--- src/rtl/fsk_frame_tx.sv ---
// Framed FSK transmitter: sync + payload + mark gap, baseband bit plus counter-derived FSK tone.
// Optional Hamming(12,8) payload encoding is compiled in with FSK_TX_HAMMING_EN.
module fsk_frame_tx #(
  parameter int unsigned       DATA_W      = 8,
  parameter int unsigned       CLK_PER_BIT = 100,
  parameter int unsigned       F0_HALF     = 10,
  parameter int unsigned       F1_HALF     = 5,
  parameter int unsigned       SYNC_W      = 8,
  parameter logic [SYNC_W-1:0] SYNC        = 8'hA7,
  parameter int unsigned       GAP_BITS    = 2,
  parameter int unsigned       ERR_POS     = 7
) (
  input  logic              clk,
  input  logic              rst,
  input  logic [DATA_W-1:0] in_data,
  input  logic              in_valid,
  output logic              in_ready,
  input  logic              err_inject,
  output logic              tx_bit,
  output logic              fsk_out,
  output logic              busy,
  output logic              frame_done
);

`ifdef FSK_TX_HAMMING_EN
  localparam int unsigned PAY_W = 12;
`else
  localparam int unsigned PAY_W = DATA_W;
`endif
  localparam int unsigned FRAME_W  = SYNC_W + PAY_W + GAP_BITS;
  localparam int unsigned BIT_W    = $clog2(CLK_PER_BIT);
  localparam int unsigned IDX_MAX0 = (SYNC_W > PAY_W) ? SYNC_W : PAY_W;
  localparam int unsigned IDX_MAX  = (IDX_MAX0 > GAP_BITS) ? IDX_MAX0 : GAP_BITS;
  localparam int unsigned IDX_W    = (IDX_MAX > 1) ? $clog2(IDX_MAX) : 1;
  localparam int unsigned TONE_MAX = (F0_HALF > F1_HALF) ? F0_HALF : F1_HALF;
  localparam int unsigned TONE_W   = (TONE_MAX > 1) ? $clog2(TONE_MAX) : 1;

`ifdef FSK_TX_HAMMING_EN
  if (DATA_W != 8) begin : g_bad_data_w
    $error("fsk_frame_tx: DATA_W must be 8 when Hamming encoding is enabled");
  end
`endif

  typedef enum logic [1:0] {ST_IDLE, ST_SYNC, ST_PAYLOAD, ST_GAP} state_t;

  state_t             state, state_nxt;
  logic [BIT_W-1:0]   bit_cnt, bit_cnt_nxt;
  logic [IDX_W-1:0]   bit_idx, bit_idx_nxt, last_idx;
  logic [FRAME_W-1:0] frame_sr, frame_nxt;
  logic [TONE_W-1:0]  tone_cnt, tone_nxt, half_m1;
  logic               fsk_nxt, tx_nxt, busy_nxt, ready_nxt, done_nxt;
  logic               bit_end;
  logic [PAY_W-1:0]   payload_c;

  // Hamming(12,8): returned bit p-1 holds codeword position p, so c12 is the MSB.
  function automatic logic [PAY_W-1:0] encode(input logic [DATA_W-1:0] d);
`ifdef FSK_TX_HAMMING_EN
    logic [12:1] c;
    c[3]  = d[0];
    c[5]  = d[1];
    c[6]  = d[2];
    c[7]  = d[3];
    c[9]  = d[4];
    c[10] = d[5];
    c[11] = d[6];
    c[12] = d[7];
    c[1]  = c[3] ^ c[5] ^ c[7] ^ c[9] ^ c[11];
    c[2]  = c[3] ^ c[6] ^ c[7] ^ c[10] ^ c[11];
    c[4]  = c[5] ^ c[6] ^ c[7] ^ c[12];
    c[8]  = c[9] ^ c[10] ^ c[11] ^ c[12];
    return c;
`else
    return d;
`endif
  endfunction

  assign payload_c = encode(in_data) ^ (PAY_W'(err_inject) << ERR_POS);
  assign bit_end   = (state != ST_IDLE) && (bit_cnt == BIT_W'(CLK_PER_BIT - 1));
  assign half_m1   = tx_bit ? TONE_W'(F1_HALF - 1) : TONE_W'(F0_HALF - 1);

  always_comb begin
    case (state)
      ST_SYNC:    last_idx = IDX_W'(SYNC_W - 1);
      ST_PAYLOAD: last_idx = IDX_W'(PAY_W - 1);
      ST_GAP:     last_idx = IDX_W'(GAP_BITS - 1);
      default:    last_idx = '0;
    endcase
  end

  // Next-state, bit sequencing and registered-output next values.
  always_comb begin
    state_nxt   = state;
    bit_cnt_nxt = bit_cnt;
    bit_idx_nxt = bit_idx;
    frame_nxt   = frame_sr;
    done_nxt    = 1'b0;
    tone_nxt    = tone_cnt;
    fsk_nxt     = fsk_out;

    if (state == ST_IDLE) begin
      bit_cnt_nxt = '0;
      bit_idx_nxt = '0;
      if (in_valid && in_ready) begin
        frame_nxt = {SYNC, payload_c, {GAP_BITS{1'b1}}};
        state_nxt = ST_SYNC;
      end
    end else if (bit_end) begin
      bit_cnt_nxt = '0;
      frame_nxt   = {frame_sr[FRAME_W-2:0], 1'b1};
      if (bit_idx == last_idx) begin
        bit_idx_nxt = '0;
        case (state)
          ST_SYNC:    state_nxt = ST_PAYLOAD;
          ST_PAYLOAD: state_nxt = ST_GAP;
          default: begin
            state_nxt = ST_IDLE;
            done_nxt  = 1'b1;
          end
        endcase
      end else begin
        bit_idx_nxt = bit_idx + IDX_W'(1);
      end
    end else begin
      bit_cnt_nxt = bit_cnt + BIT_W'(1);
    end

    busy_nxt  = (state_nxt != ST_IDLE);
    ready_nxt = (state_nxt == ST_IDLE);
    tx_nxt    = (state_nxt == ST_IDLE) ? 1'b1 : frame_nxt[FRAME_W-1];

    // Tone is silent in IDLE and phase-continuous across bit boundaries.
    if (state == ST_IDLE || state_nxt == ST_IDLE) begin
      tone_nxt = '0;
      fsk_nxt  = 1'b0;
    end else if (bit_end) begin
      tone_nxt = '0;
    end else if (tone_cnt == half_m1) begin
      tone_nxt = '0;
      fsk_nxt  = ~fsk_out;
    end else begin
      tone_nxt = tone_cnt + TONE_W'(1);
    end
  end

  always_ff @(posedge clk) begin
    if (!rst) begin
      state      <= ST_IDLE;
      bit_cnt    <= '0;
      bit_idx    <= '0;
      frame_sr   <= '0;
      tone_cnt   <= '0;
      fsk_out    <= 1'b0;
      tx_bit     <= 1'b1;
      busy       <= 1'b0;
      in_ready   <= 1'b1;
      frame_done <= 1'b0;
    end else begin
      state      <= state_nxt;
      bit_cnt    <= bit_cnt_nxt;
      bit_idx    <= bit_idx_nxt;
      frame_sr   <= frame_nxt;
      tone_cnt   <= tone_nxt;
      fsk_out    <= fsk_nxt;
      tx_bit     <= tx_nxt;
      busy       <= busy_nxt;
      in_ready   <= ready_nxt;
      frame_done <= done_nxt;
    end
  end

endmodule

--- config.mk ---
export PLATFORM = sky130hd
export DESIGN_NAME = fsk_frame_tx
export DESIGN_NICKNAME = d
export VERILOG_FILES = /design/src/rtl/fsk_frame_tx.sv
export SDC_FILE = /design/constraint.sdc
export NUM_CORES = 1
export LEC_CHECK = 0
export ABC_AREA = 1
export BUFFER_PORTS_ARGS = -buffer_cell sky130_fd_sc_hd__buf_2
export CAP_MARGIN = 20
export CORE_AREA = 2 2 66 68
export DETAILED_ROUTE_END_ITERATION = 10
export DIE_AREA = 0 0 68 70
export PLACE_DENSITY = 0.68
export SLEW_MARGIN = 15
export SYNTH_ARGS = -nofsm -noshare
export SYNTH_HDL_FRONTEND = slang
export SYNTH_SLANG_ARGS = --single-unit
--- constraint.sdc ---
create_clock -name clk -period 2.8 [get_ports clk]
set_input_delay 0.28 -clock clk [delete_from_list [all_inputs] [get_ports clk]]
set_output_delay 0.28 -clock clk [all_outputs]
set_load 0.01 [all_outputs]
Word level (Yosys, flattened, before mapping)
Cells that the tools add are included.
{"block": "word_totals", "input_bits": 12, "ram_bits": 0, "regBits": 39, "romBits": 0, "mem_count": 0, "latch_bits": 0, "wordCells": 55, "out_inout_bits": 5}
{"block": "classes", "addsub": 3, "n_shift": 0, "multipliers": 0, "reduce_logical": 17, "order_cmp": 0, "bitwise_logic": 5, "div_mod_pow": 0, "eq_ne": 7, "n_mux": 12}
{"cell": "2-to-1 mux 18 bit", "count": 3}
{"cell": "2-to-1 mux 2 bit", "count": 4}
{"cell": "OR reduction 2 bit", "count": 4}
{"cell": "OR reduction 4 bit", "count": 2}
{"cell": "XOR 8 bit", "count": 1}
{"cell": "adder 7 x 1 -> 7 bit, second input constant", "count": 1}
{"cell": "equality test 7 bit, second input constant", "count": 1}
{"cell": "case mux 3 bit (2 select lines)", "count": 1}
{"cell": "nonzero test 2 bit", "count": 3}
{"cell": "adder 4 x 1 -> 4 bit, second input constant", "count": 1}
{"cell": "equality test 2 bit, second input constant", "count": 2}
{"cell": "equality test 4 bit", "count": 1}
{"cell": "zero test 2 bit", "count": 2}
{"cell": "2-to-1 mux 4 bit", "count": 1}
{"cell": "NOT 1 bit", "count": 4}
{"cell": "case mux 2 bit (2 select lines)", "count": 1}
{"cell": "AND reduction 2 bit", "count": 2}
{"cell": "adder 3 x 1 -> 3 bit, second input constant", "count": 1}
{"cell": "equality test 3 bit", "count": 1}
{"cell": "2-to-1 mux 3 bit", "count": 1}
{"cell": "OR reduction 3 bit", "count": 1}
{"cell": "equality test 2 x 1 -> 1 bit, second input constant", "count": 1}
{"cell": "logical AND 1 bit", "count": 2}
{"cell": "!= test 2 x 1 -> 1 bit, second input constant", "count": 1}
{"cell": "other kinds (2)", "count": 2}

Longest topological paths before layout
Gate-level depths: netlist (run 1).
{"block": "depth", "word_depth": 10, "ltp_mapped": 13}

Least setup slack after synthesis (run 1)
OpenSTA, ideal clock, no wires.
{"block": "synth_path", "path_kind": "register -> register", "startpoint": "reg state[0]", "endpoint": "reg tone_cnt[0]", "arrival_ns": 1.444, "path_stages_with_launch": 12, "setup_slack_ns": 1.239, "path_buffers": 1, "cell_sequence": "dfxtp_1 > inv_1 > ha_1 > inv_2 > nand3_2 > nor2_8 > buf_8 > nand3_2 > nand3_2 > nand2_1 > nand2_2 > nor2_1"}
{"block": "synth_via", "elab_chain_cells": 10, "word_cells_on_any_way": 17, "cone_classes": "eq/ne: 4; mux: 6; reduce/logical: 7"}
{"element": "start, declared", "line_no": "46", "source": "state_t state, state_nxt;"}
{"element": "start signal, assigned", "line_no": "158", "source": "state <= state_nxt;"}
{"element": "equality test 2 bit / equality test 2 x 1 -> 1 bit (equally long branches)", "line_no": "82, 112"}
{"element": "OR reduction 2 bit (no source line)"}
{"element": "case mux 3 bit (2 select lines)", "line_no": "82", "source": "case (state)"}
{"element": "equality test 3 bit", "line_no": "110", "source": "if (bit_idx == last_idx) begin"}
{"element": "2-to-1 mux 2 bit", "line_no": "110"}
{"element": "2-to-1 mux 2 bit", "line_no": "107", "source": "end else if (bit_end) begin"}
{"element": "2-to-1 mux 2 bit", "line_no": "100", "source": "if (state == ST_IDLE) begin"}
{"element": "zero test 2 bit", "line_no": "132", "source": "if (state == ST_IDLE || state_nxt == ST_IDLE) begin"}
{"element": "logical OR 1 bit", "line_no": "132"}
{"element": "OR reduction 4 bit (no source line) *"}
{"element": "end signal, assigned", "line_no": "162", "source": "tone_cnt <= tone_nxt;"}
{"element": "end, declared", "line_no": "50", "source": "logic [TONE_W-1:0] tone_cnt, tone_nxt, half_m1;"}
Every way passes the cells marked *; elsewhere a longest branch is shown, timed or not.
A chain may end at the register's enable or synchronous reset.

Final worst setup path (run 1)
{"block": "layout_path", "startpoint": "reg state[0]", "endpoint": "reg tx_bit"}
{"block": "layout_via", "elab_chain_cells": 9, "word_cells_on_any_way": 18, "cone_classes": "eq/ne: 4; mux: 8; reduce/logical: 6"}
{"element": "equality test 2 bit / equality test 2 x 1 -> 1 bit (equally long branches)", "line_no": "82, 112"}
{"element": "OR reduction 2 bit (no source line)"}
{"element": "case mux 3 bit (2 select lines)", "line_no": "82"}
{"element": "equality test 3 bit", "line_no": "110"}
{"element": "2-to-1 mux 2 bit", "line_no": "110"}
{"element": "2-to-1 mux 2 bit", "line_no": "107"}
{"element": "2-to-1 mux 2 bit", "line_no": "100"}
{"element": "zero test 2 bit", "line_no": "129", "source": "tx_nxt = (state_nxt == ST_IDLE) ? 1'b1 : frame_nxt[FRAME_W-1];"}
{"element": "OR reduction 2 bit (no source line)"}
{"element": "end signal, assigned", "line_no": "164", "source": "tx_bit <= tx_nxt;"}
{"element": "end, declared", "line_no": "19", "source": "output logic tx_bit,"}
Parallel ways exist; a longest one is shown, timed or not. The select of a mux whose other input is x is not followed.

==> results of run 1 <==
[power by group through the flow]
stage	clock network [W]	registers (W)	logic [W]
floorplan	0	0.000611	0.000100
global placement	0	0.000610	0.000134
detailed placement	0	0.000611	0.000136
CTS	0.000393	0.000598	0.000136
global route	0.000407	0.000601	0.000153
finish	0.000379	0.000598	0.000134
[registers in the layout (all words and copies together) (netlist names)]
register	flops
in_ready	1
frame_done	1
bit_cnt	7
state	2
busy	1
tx_bit	1
fsk_out	1
frame_sr	18
tone_cnt	4
bit_idx	3
[worst reg2reg max path, delay by kind of cell (launching register included)]
kind | cells | cell delay, ns
and+or+nand+nor | 3 | 0.56
buffers and inverters | 3 | 0.41
DFF | 1 | 0.31
adders and majority gates | 1 | 0.24
AOI/OAI and AO/OA | 1 | 0.23
[cell usage after synthesis, drive strengths merged]
| cell type | count | area [um^2] |
|---|---|---|
| nand2 | 53 | 206 |
| dfxtp | 39 | 781 |
| inv | 28 | 105 |
| nor2 | 28 | 141 |
| a21oi | 12 | 60.1 |
| nand3 | 12 | 85.1 |
| o21ai | 11 | 55.1 |
| a31oi | 6 | 37.5 |
| ha | 6 | 75.1 |
| buf | 4 | 36.3 |
| xnor2 | 3 | 26.3 |
| xor2 | 3 | 26.3 |
| nor3 | 2 | 10.0 |
| nor3b | 2 | 15.0 |
| a211oi | 1 | 12.5 |
| a21o | 1 | 7.51 |
| a221oi | 1 | 8.76 |
| clkbuf | 1 | 3.75 |
| nand3b | 1 | 20.0 |
| nor4 | 1 | 6.26 |
| o221a | 1 | 11.3 |
[metrics by stage]
step	worst slack (ns)	total power (W)	std cells	utilization, %	cell area [um^2]
2_1_floorplan	1.24	0.000712	216	-	1730
3_3_place_gp	0.994	0.000744	279	44.3	1840
3_5_place_dp	0.937	0.000746	279	44.3	1840
4_1_cts	0.932	0.00113	286	46.4	1920
5_1_grt	0.726	0.00116	286	46.4	1920
6_report	0.945	0.00111	286	46.4	1920
[logic make-up (layout without fill, tap and decap cells)]
group / count (synthesis) / in the layout / synth area share [%]
AO/OA/AOI/OAI: 33 / 33 / 11.1
XOR/XNOR: 6 / 6 / 3.04
adder cells (fa/ha/maj): 6 / 6 / 4.34
buffers and inverters: 33 / 51 / 8.39
flip-flops: 39 / 39 / 45.1
AND/OR/NAND/NOR: 99 / 99 / 28.0
[path summary, 6_finish.rpt]
kind	start	endpoint	slack, ns	depth (start not counted)
worst min register to register	bit_cnt[0]	bit_cnt[0]	0.45	1
worst max-delay path	state[0]	tx_bit	0.94	8
worst min-delay path	in_data[3]	frame_sr[5]	0.26	3
worst max register to register	state[0]	tx_bit	0.94	8
[cell type report]
type | count | area share [%]
clock inverters | 1 | 0.260
flip-flops and latches | 39 | 40.6
well taps | 52 | 3.38
repair buffers | 16 | 4.16
inverters | 28 | 5.47
multi-input cells | 144 | 41.8
clock buffers | 6 | 4.29
[metal layers]
metal  part of all wire (%)  vias to the layer above
met5                      0                        -
met4                    1.0                        0
met3                    3.9                        2
met2                     48                       20
met1                     47                      623
li1                       -                      721
==> flow_summary.yaml, run 1 <==
run_status:
  status: "finished, final reports clean"
floorplanning:
  core_area_um2: 4140
  io_pins: 17
  rows: 24
  dieHeight_um: 70
  initial_utilization_pct: 41.8
  die_w_um: 68
  dieArea_um2: 4760
synth:
  avgSynthCellArea_um2: 8.01
  ys.warnings.count: 0
  syn-num-nets: 234
  synth-seq-cells: 39
  ys_seq_area_share_pct: 45.1
  synthesis.area_um2: 1730
  synth.distinct_cells: 30
  syn_inst: 216
global_route:
  grt_max_degree: 23
  grt_overflow: 0
  grt_use_met2_pct: 23.4
  gr-max-usage-layer: "met2"
  grt_pass1_wl_um: 5330
  met1_usage_pct: 17.4
  grt_usage_pct: 14.3
  antenna_found_initial: 0
  grt_pass1_vias: 1303
  grt_use_met3_pct: 3.86
timing:
  worst_hold_slack_ns: 0.257
  relSlewSlack_pct: 63.1
  maxSlewViolCount: 0
  tightest_slew_ns: 0.553
  tns_ns: 0
  fmax_mhz: 539
  clock_skew_ns: 0.00354
  min_period_ns: 1.86
  timing_hold_violations_final: 0
  timing.final.crit_share_pct: 66.3
  rsz0062_at_grt: "false"
  setup_viol: 0
critical_path:
  path_cells: "inv_1 > ha_1 > inv_2 > nand3_2 > nor2_8 > inv_1 > a21oi_1 > nand3_1"
  critPathKind: "reg -> reg"
  critPathMaxStageDelay_ns: 0.33
  arrival_ns: 2.03
  crit_slowest_cell: "nor2_8"
  cp_top_family: "simple AND/OR/NAND/NOR gates"
  worstSetupStartpointType: "flop"
  critPathRequiredTime_ns: 2.97
  crit_path_frequent_cell: "inv_1"
  endpoint_kind: "flop"
  crit_fanout: 22
  path_buf_inv: 3
pwr:
  ir_worst_vdd_mv: 0.341
  power_density_nw_per_um2: 577
  intPower_w: 0.000828
  comb_power_share_pct: 12.0
  p_leak_nw: 0.848
  p_sw_share_pct: 25.4
  p_sw_w: 0.000282
  power_frac_seq_pct: 53.9
  power.share.clock_pct: 34.1
min_path:
  hold_class: "in -> reg"
clocking:
  root_buffer: "clkbuf_8"
  cts_hold_buf: 0
  post_cts_buffers: 0
  htreeDepth: 2
  numCtsBuffers: 5
  cts_sinks: 39
  ctsResizeCount: 0
  clock_path_buffers: 2
  cts_tree: "done"
  clock_latency_ns: 0.29
  clk_pin_slew_ns: 0.07
drt:
  drc_errors: 0
  num_vias: 1366
  ant_nets: 0
  drt-initial-drc-count: 51
  first_pass_iters: 4
  viasPerCell: 4.78
  drt_wl_total_um: 2900
  avgRoutedWirePerCell_um: 10.1
finish:
  seqCellArea_um2: 781
  antenna_cells: 0
  drive_above_1_share_pct: 20.1
  fillers: 422
  mostFrequentLayoutCell: "nand2_1"
  final_cell_mix: "nand2_1 (50), dfxtp_1 (39), inv_1 (22)"
  syn_to_final_growth_pct: 11.1
  nNetsFinal: 252
  multi_input_area_um2: 805
placed_design:
  io_buffers: 16
  routabilityCongestion: 0.775
  place_hpwl_um: 2130
run:
  maxCapViolations: 0
Power figures use the tool's default switching activity.
==> inputs of run 2 (changes only) <==
- PLACE_DENSITY: 0.68 -> 0.7
- clock period: 2.8 -> 1.6 ns (I/O delays scaled with it)
==> flow_summary.yaml, run 2 (synthesis gave the netlist of run 1 again) <==
timing:
  relSlewSlack_pct: 74.3
  timing_hold_violations_final: 0
  clock_skew_ns: 0.00831
  setup_viol: 4
  min_period_ns: 1.63
  tightest_slew_ns: 0.381
  rsz0062_at_grt: "true"
  timing.final.crit_share_pct: 102
  fmax_mhz: 615
  setup_slack_ns: -0.0259
  maxSlewViolCount: 0
pwr:
  comb_power_share_pct: 15.7
  power_density_nw_per_um2: 956
  p_sw_w: 0.000556
  intPower_w: 0.00164
  p_sw_share_pct: 25.3
  power.share.clock_pct: 36.4
  ir_worst_vdd_mv: 0.718
  p_leak_nw: 1.01
  power_frac_seq_pct: 47.9
critical_path:
  r2r_start: "state[1]"
  timing.rr.end: "tone_cnt[3]"
  crit_slowest_cell: "dfxtp_2"
  critPathMaxStageDelay_ns: 0.35
  crit_path_frequent_cell: "nand2_2"
  crit_fanout: 4
  r2r_cells: 12
  r2r_slack_ns: -0.03
  critPathRequiredTime_ns: 1.83
  arrival_ns: 1.85
  critPathKind: "reg -> reg"
  worstSetupStartpointType: "flop"
  path_cells: "inv_4 > ha_4 > nand2_1 > nand2_1 > nand2_2 > nor2_4 > nand2_2 > nand2_2 > nand3_4 > nand2_4 > nand2_4 > nor2_2"
  endpoint_kind: "flop"
  crit_path_start: "state[1]"
clocking:
  htreeDepth: 2
  cts_sinks: 39
  cts_hold_buf: 0
  numCtsBuffers: 5
  clk_pin_slew_ns: 0.08
  cts_tree: "done"
  clock_path_buffers: 2
  root_buffer: "clkbuf_8"
  clock_latency_ns: 0.29
run:
  maxCapViolations: 0
finish:
  top_regs: "frame_sr x18, bit_cnt x7, tone_cnt x4"
  final_area_um2: 2300
  drive_above_1_share_pct: 39.0
  nNetsFinal: 271
  mostFrequentLayoutCell: "nand2_1"
  largest_reg_flops: 18
  regMostFlops: "frame_sr"
  final_cell_mix: "nand2_1 (43), dfxtp_1 (36), nor2_1 (19), inv_1 (19), buf_2 (16)"
  instances_no_fill: 306
  antenna_cells: 0
  fin_util_pct: 55.4
  syn_to_final_growth_pct: 32.8
drt:
  num_vias: 1474
  wl_met1_um: 1530
  ant_nets: 0
  wl_met2_um: 1800
  avgRoutedWirePerCell_um: 11.4
  drc_errors: 0
  first_pass_iters: 4
  drt_wl_total_um: 3480
  top_layer_used: "met4"
  viasPerCell: 4.82
  drt-initial-drc-count: 35
  met3_length_um: 129
placed_design:
  place_hpwl_um: 2260
  place_area_um2: 1950
  placed_cells: 293
  io_buffers: 16
  dp_slack_ns: -0.0335
  routabilityCongestion: 0.798
global_route:
  antenna_found_initial: 0
  grt_pass1_wl_um: 5610
  grt_usage_pct: 15.2
  grt_max_degree: 17
  grt_pass1_vias: 1326
  grt_overflow: 0
floorplanning:
  die_w_um: 68
  dieHeight_um: 70
  rows: 24
  core_area_um2: 4140
  initial_utilization_pct: 41.8
  dieArea_um2: 4760
  io_pins: 17
min_path:
  hold-path-endpoint: "frame_sr[8]"
  hold_path_startpoint: "in_data[6]"
  holdPathStages: 3
  hold_class: "in -> reg"
run_status:
  status: "finished, violations left"
  violations: "negative setup slack"
[run 2: cell types whose count changed in the layout (fill, tap and decap cells not counted), moves of 4 or more]
cell | before | now
a21oi_2 | 0 | 4
o21ai_0 | 10 | 5
buf_4 | 0 | 12
nand2_4 | 0 | 4
a21oi_1 | 12 | 8
nand2_1 | 50 | 43
o21ai_2 | 0 | 4
[run 2: layer usage]
layer / up-vias / global-route usage (%)
met4: 0 / 4.00
met5: - / 0
met2: 27 / 24.8
li1: 766 / -
met3: 4 / 4.35
met1: 677 / 19.2
[run 2: through the flow]
step | hold WS [ns] | setup TNS [ns] | power, W
floorplan | 0.323 | 0 | 0.00125
global placement | 0.436 | -0.0841 | 0.00134
detailed placement | 0.451 | -0.150 | 0.00135
CTS | 0.143 | 0 | 0.00215
global route | 0.159 | -1.24 | 0.00229
finish | 0.148 | -0.0604 | 0.00220
[run 2: cell type report]
cell class              instances  area [um^2]
repair inverters                1         7.51
well taps                      52         65.1
fillers                       379         1850
flip-flops and latches         39          785
inverters                      28          114
repair buffers                 33          244
multi-input cells             145          970
clock buffers                   5         68.8
clock inverters                 3         43.8
[run 2: critical path: cells and delay by family (launching register included)]
kind          cells  cell delay [ns]
flops             1             0.35
buf+inv           1             0.06
fa+ha+maj         1             0.26
simple gates     10             0.91
[run 2: repair_timing]
action | in CTS | in global routing
setup endpoints to repair | 12 | 23
gates cloned | 2 | 0
pin swaps | 2 | 15
buffers inserted | 0 | 3
resized for setup | 11 | 40
endpoints found under the hold margin | 0 | 0
[run 2: power groups by stage]
stage	registers, W	logic, W	clock network, W
2_1_floorplan	0.00107	0.000176	0
5_1_grt	0.00106	0.000381	0.000855
3_5_place_dp	0.00107	0.000279	0
4_1_cts	0.00105	0.000290	0.000818
6_report	0.00105	0.000346	0.000799
3_3_place_gp	0.00107	0.000275	0
[run 2: how the worst max path moves through the flow]
stage                        to  slack [ns]  cells after the start
floorplan           tone_cnt[0]        0.04                     11
global placement         tx_bit       -0.04                      8
detailed placement       tx_bit       -0.03                      8
CTS                 tone_cnt[0]       0.006                     12
global route        tone_cnt[3]       -0.13                     12
finish              tone_cnt[3]       -0.03                     12
==> inputs of run 3 (changes only) <==
- CORE_AREA: 2 2 66 68 -> 2 2 61 63
- DIE_AREA: 0 0 68 70 -> 0 0 63 65
- PLACE_DENSITY: 0.7 -> 0.8
==> flow_summary.yaml, run 3 (synthesis gave the netlist of run 1 again) <==
drt:
  num_vias: 1457
  drc_errors: 0
  viasPerCell: 4.87
  ant_nets: 0
  drt_wl_total_um: 3590
  drt-initial-drc-count: 67
  first_pass_iters: 4
  avgRoutedWirePerCell_um: 12.0
floorplanning:
  initial_utilization_pct: 49.5
  die_w_um: 63
  core_area_um2: 3500
  io_pins: 17
  dieArea_um2: 4100
  rows: 22
  dieHeight_um: 65
min_path:
  hold-path-endpoint: "frame_sr[7]"
  hold_class: "in -> reg"
  holdPathStages: 3
  hold_path_startpoint: "in_data[5]"
timing:
  relSlewSlack_pct: 76.7
  timing.final.crit_share_pct: 105
  tns_ns: -0.534
  tightest_slew_ns: 0.346
  timing_hold_violations_final: 0
  maxSlewViolCount: 0
  setup_viol: 11
  rsz0062_at_grt: "true"
  fmax_mhz: 593
  min_period_ns: 1.69
  clock_skew_ns: 0.0139
  setup_slack_ns: -0.0853
critical_path:
  r2r_slack_ns: -0.09
  path_buf_inv: 1
  critPathMaxStageDelay_ns: 0.37
  path_cells: "inv_2 > ha_4 > nand2_2 > nand2_2 > nand2_2 > nor2_4 > nand2_4 > nand2_2 > nand3_2 > nand2_2 > nand2_2 > nor2_1"
  crit_fanout: 4
  r2r_start: "state[1]"
  worstSetupStartpointType: "flop"
  arrival_ns: 1.99
  crit_slowest_cell: "dfxtp_2"
  timing.rr.end: "tone_cnt[2]"
  crit_path_frequent_cell: "nand2_2"
  critPathRequiredTime_ns: 1.90
  endpoint_kind: "flop"
  r2r_cells: 12
  cp_top_family: "simple AND/OR/NAND/NOR gates"
  critPathKind: "reg -> reg"
placed_design:
  place_area_um2: 1940
  place_hpwl_um: 2270
  routabilityCongestion: 0.817
  io_buffers: 16
finish:
  final_cell_mix: "nand2_1 (42), dfxtp_1 (37), nor2_1 (21)"
  final_area_um2: 2220
  syn_to_final_growth_pct: 28.1
  drive_above_1_share_pct: 33.5
  top_regs: "frame_sr x18, bit_cnt x7, tone_cnt x4"
  largest_reg_flops: 18
  antenna_cells: 0
  multi_input_area_um2: 932
  regMostFlops: "frame_sr"
  nNetsFinal: 268
  seqCellArea_um2: 783
  fillers: 295
  mostFrequentLayoutCell: "nand2_1"
global_route:
  grt_overflow: 0
  met1_usage_pct: 22.0
  grt_use_met3_pct: 6.25
  grt_max_degree: 17
  antenna_found_initial: 0
  grt_pass1_vias: 1437
  gr-max-usage-layer: "met2"
  grt_use_met2_pct: 30.5
  grt_usage_pct: 18.6
  grt_pass1_wl_um: 6020
clocking:
  htreeDepth: 2
  clock_path_buffers: 2
  cts_sinks: 39
  cts_tree: "done"
  numCtsBuffers: 5
  cts_hold_buf: 0
  root_buffer: "clkbuf_4"
  clock_latency_ns: 0.37
  clk_pin_slew_ns: 0.13
run:
  maxCapViolations: 0
run_status:
  violations: "negative setup slack"
  status: "finished, violations left"
pwr:
  p_leak_nw: 0.959
  power_density_nw_per_um2: 1010
  ir_worst_vdd_mv: 0.719
[run 3: where the power goes]
part           switching, W  internal (W)
Clock              0.000345      0.000486
Combinational      0.000201      0.000153
Sequential        0.0000239       0.00103
Total              0.000570       0.00166
[run 3: per-stage QoR]
stage | total power [W] | setup WS, ns | hold WS [ns] | cells | utilization, %
3_5_place_dp | 0.00135 | -0.0323 | 0.434 | 286 | 55.4
5_1_grt | 0.00232 | -0.145 | 0.0635 | 299 | 63.4
6_report | 0.00223 | -0.0853 | 0.0602 | 299 | 63.4
2_1_floorplan | 0.00125 | 0.0386 | 0.323 | 216 | -
3_3_place_gp | 0.00134 | -0.0125 | 0.433 | 286 | 55.4
4_1_cts | 0.00218 | -0.00471 | 0.0547 | 296 | 60.0
[run 3: cell type report]
cell class,count,share of cell area [%]
clock buffers,5,1.69
well taps,48,2.71
repair inverters,1,0.226
clock inverters,3,3.05
multi-input cells,145,42.1
inverters,28,4.91
repair buffers,30,9.99
flip-flops and latches,39,35.3
[run 3: how the worst max path moves through the flow]
stage | from | endpoint | slack, ns | cells after the start
5_1_grt | state[1] | tone_cnt[0] | -0.14 | 12
6_report | state[1] | tone_cnt[2] | -0.09 | 12
3_5_place_dp | state[1] | tone_cnt[2] | -0.03 | 12
4_1_cts | state[1] | tone_cnt[2] | -0.005 | 12
3_3_place_gp | state[1] | fsk_out | -0.01 | 9
2_1_floorplan | state[0] | tone_cnt[0] | 0.04 | 11
[run 3: what timing repair did]
action,4_1_cts,5_1_grt
setup buffers,0,2
hold endpoints to repair,0,0
pin swaps,3,4
gates resized for setup,10,25
endpoints found under the setup margin,13,35
cloned,2,1
[run 3: tightest hold or removal path, delay by kind of cell]
| kind | cells | cell delay [ns] |
|---|---|---|
| buffers and inverters | 1 | 0.09 |
| AOI/OAI and AO/OA | 1 | 0.07 |
| and+or+nand+nor | 1 | 0.05 |
[run 3: metal layers]
layer	vias to the layer above	wire length, um
li1	760	-
met1	663	1570
met2	28	1830
met3	6	132
met4	0	54
met5	-	0
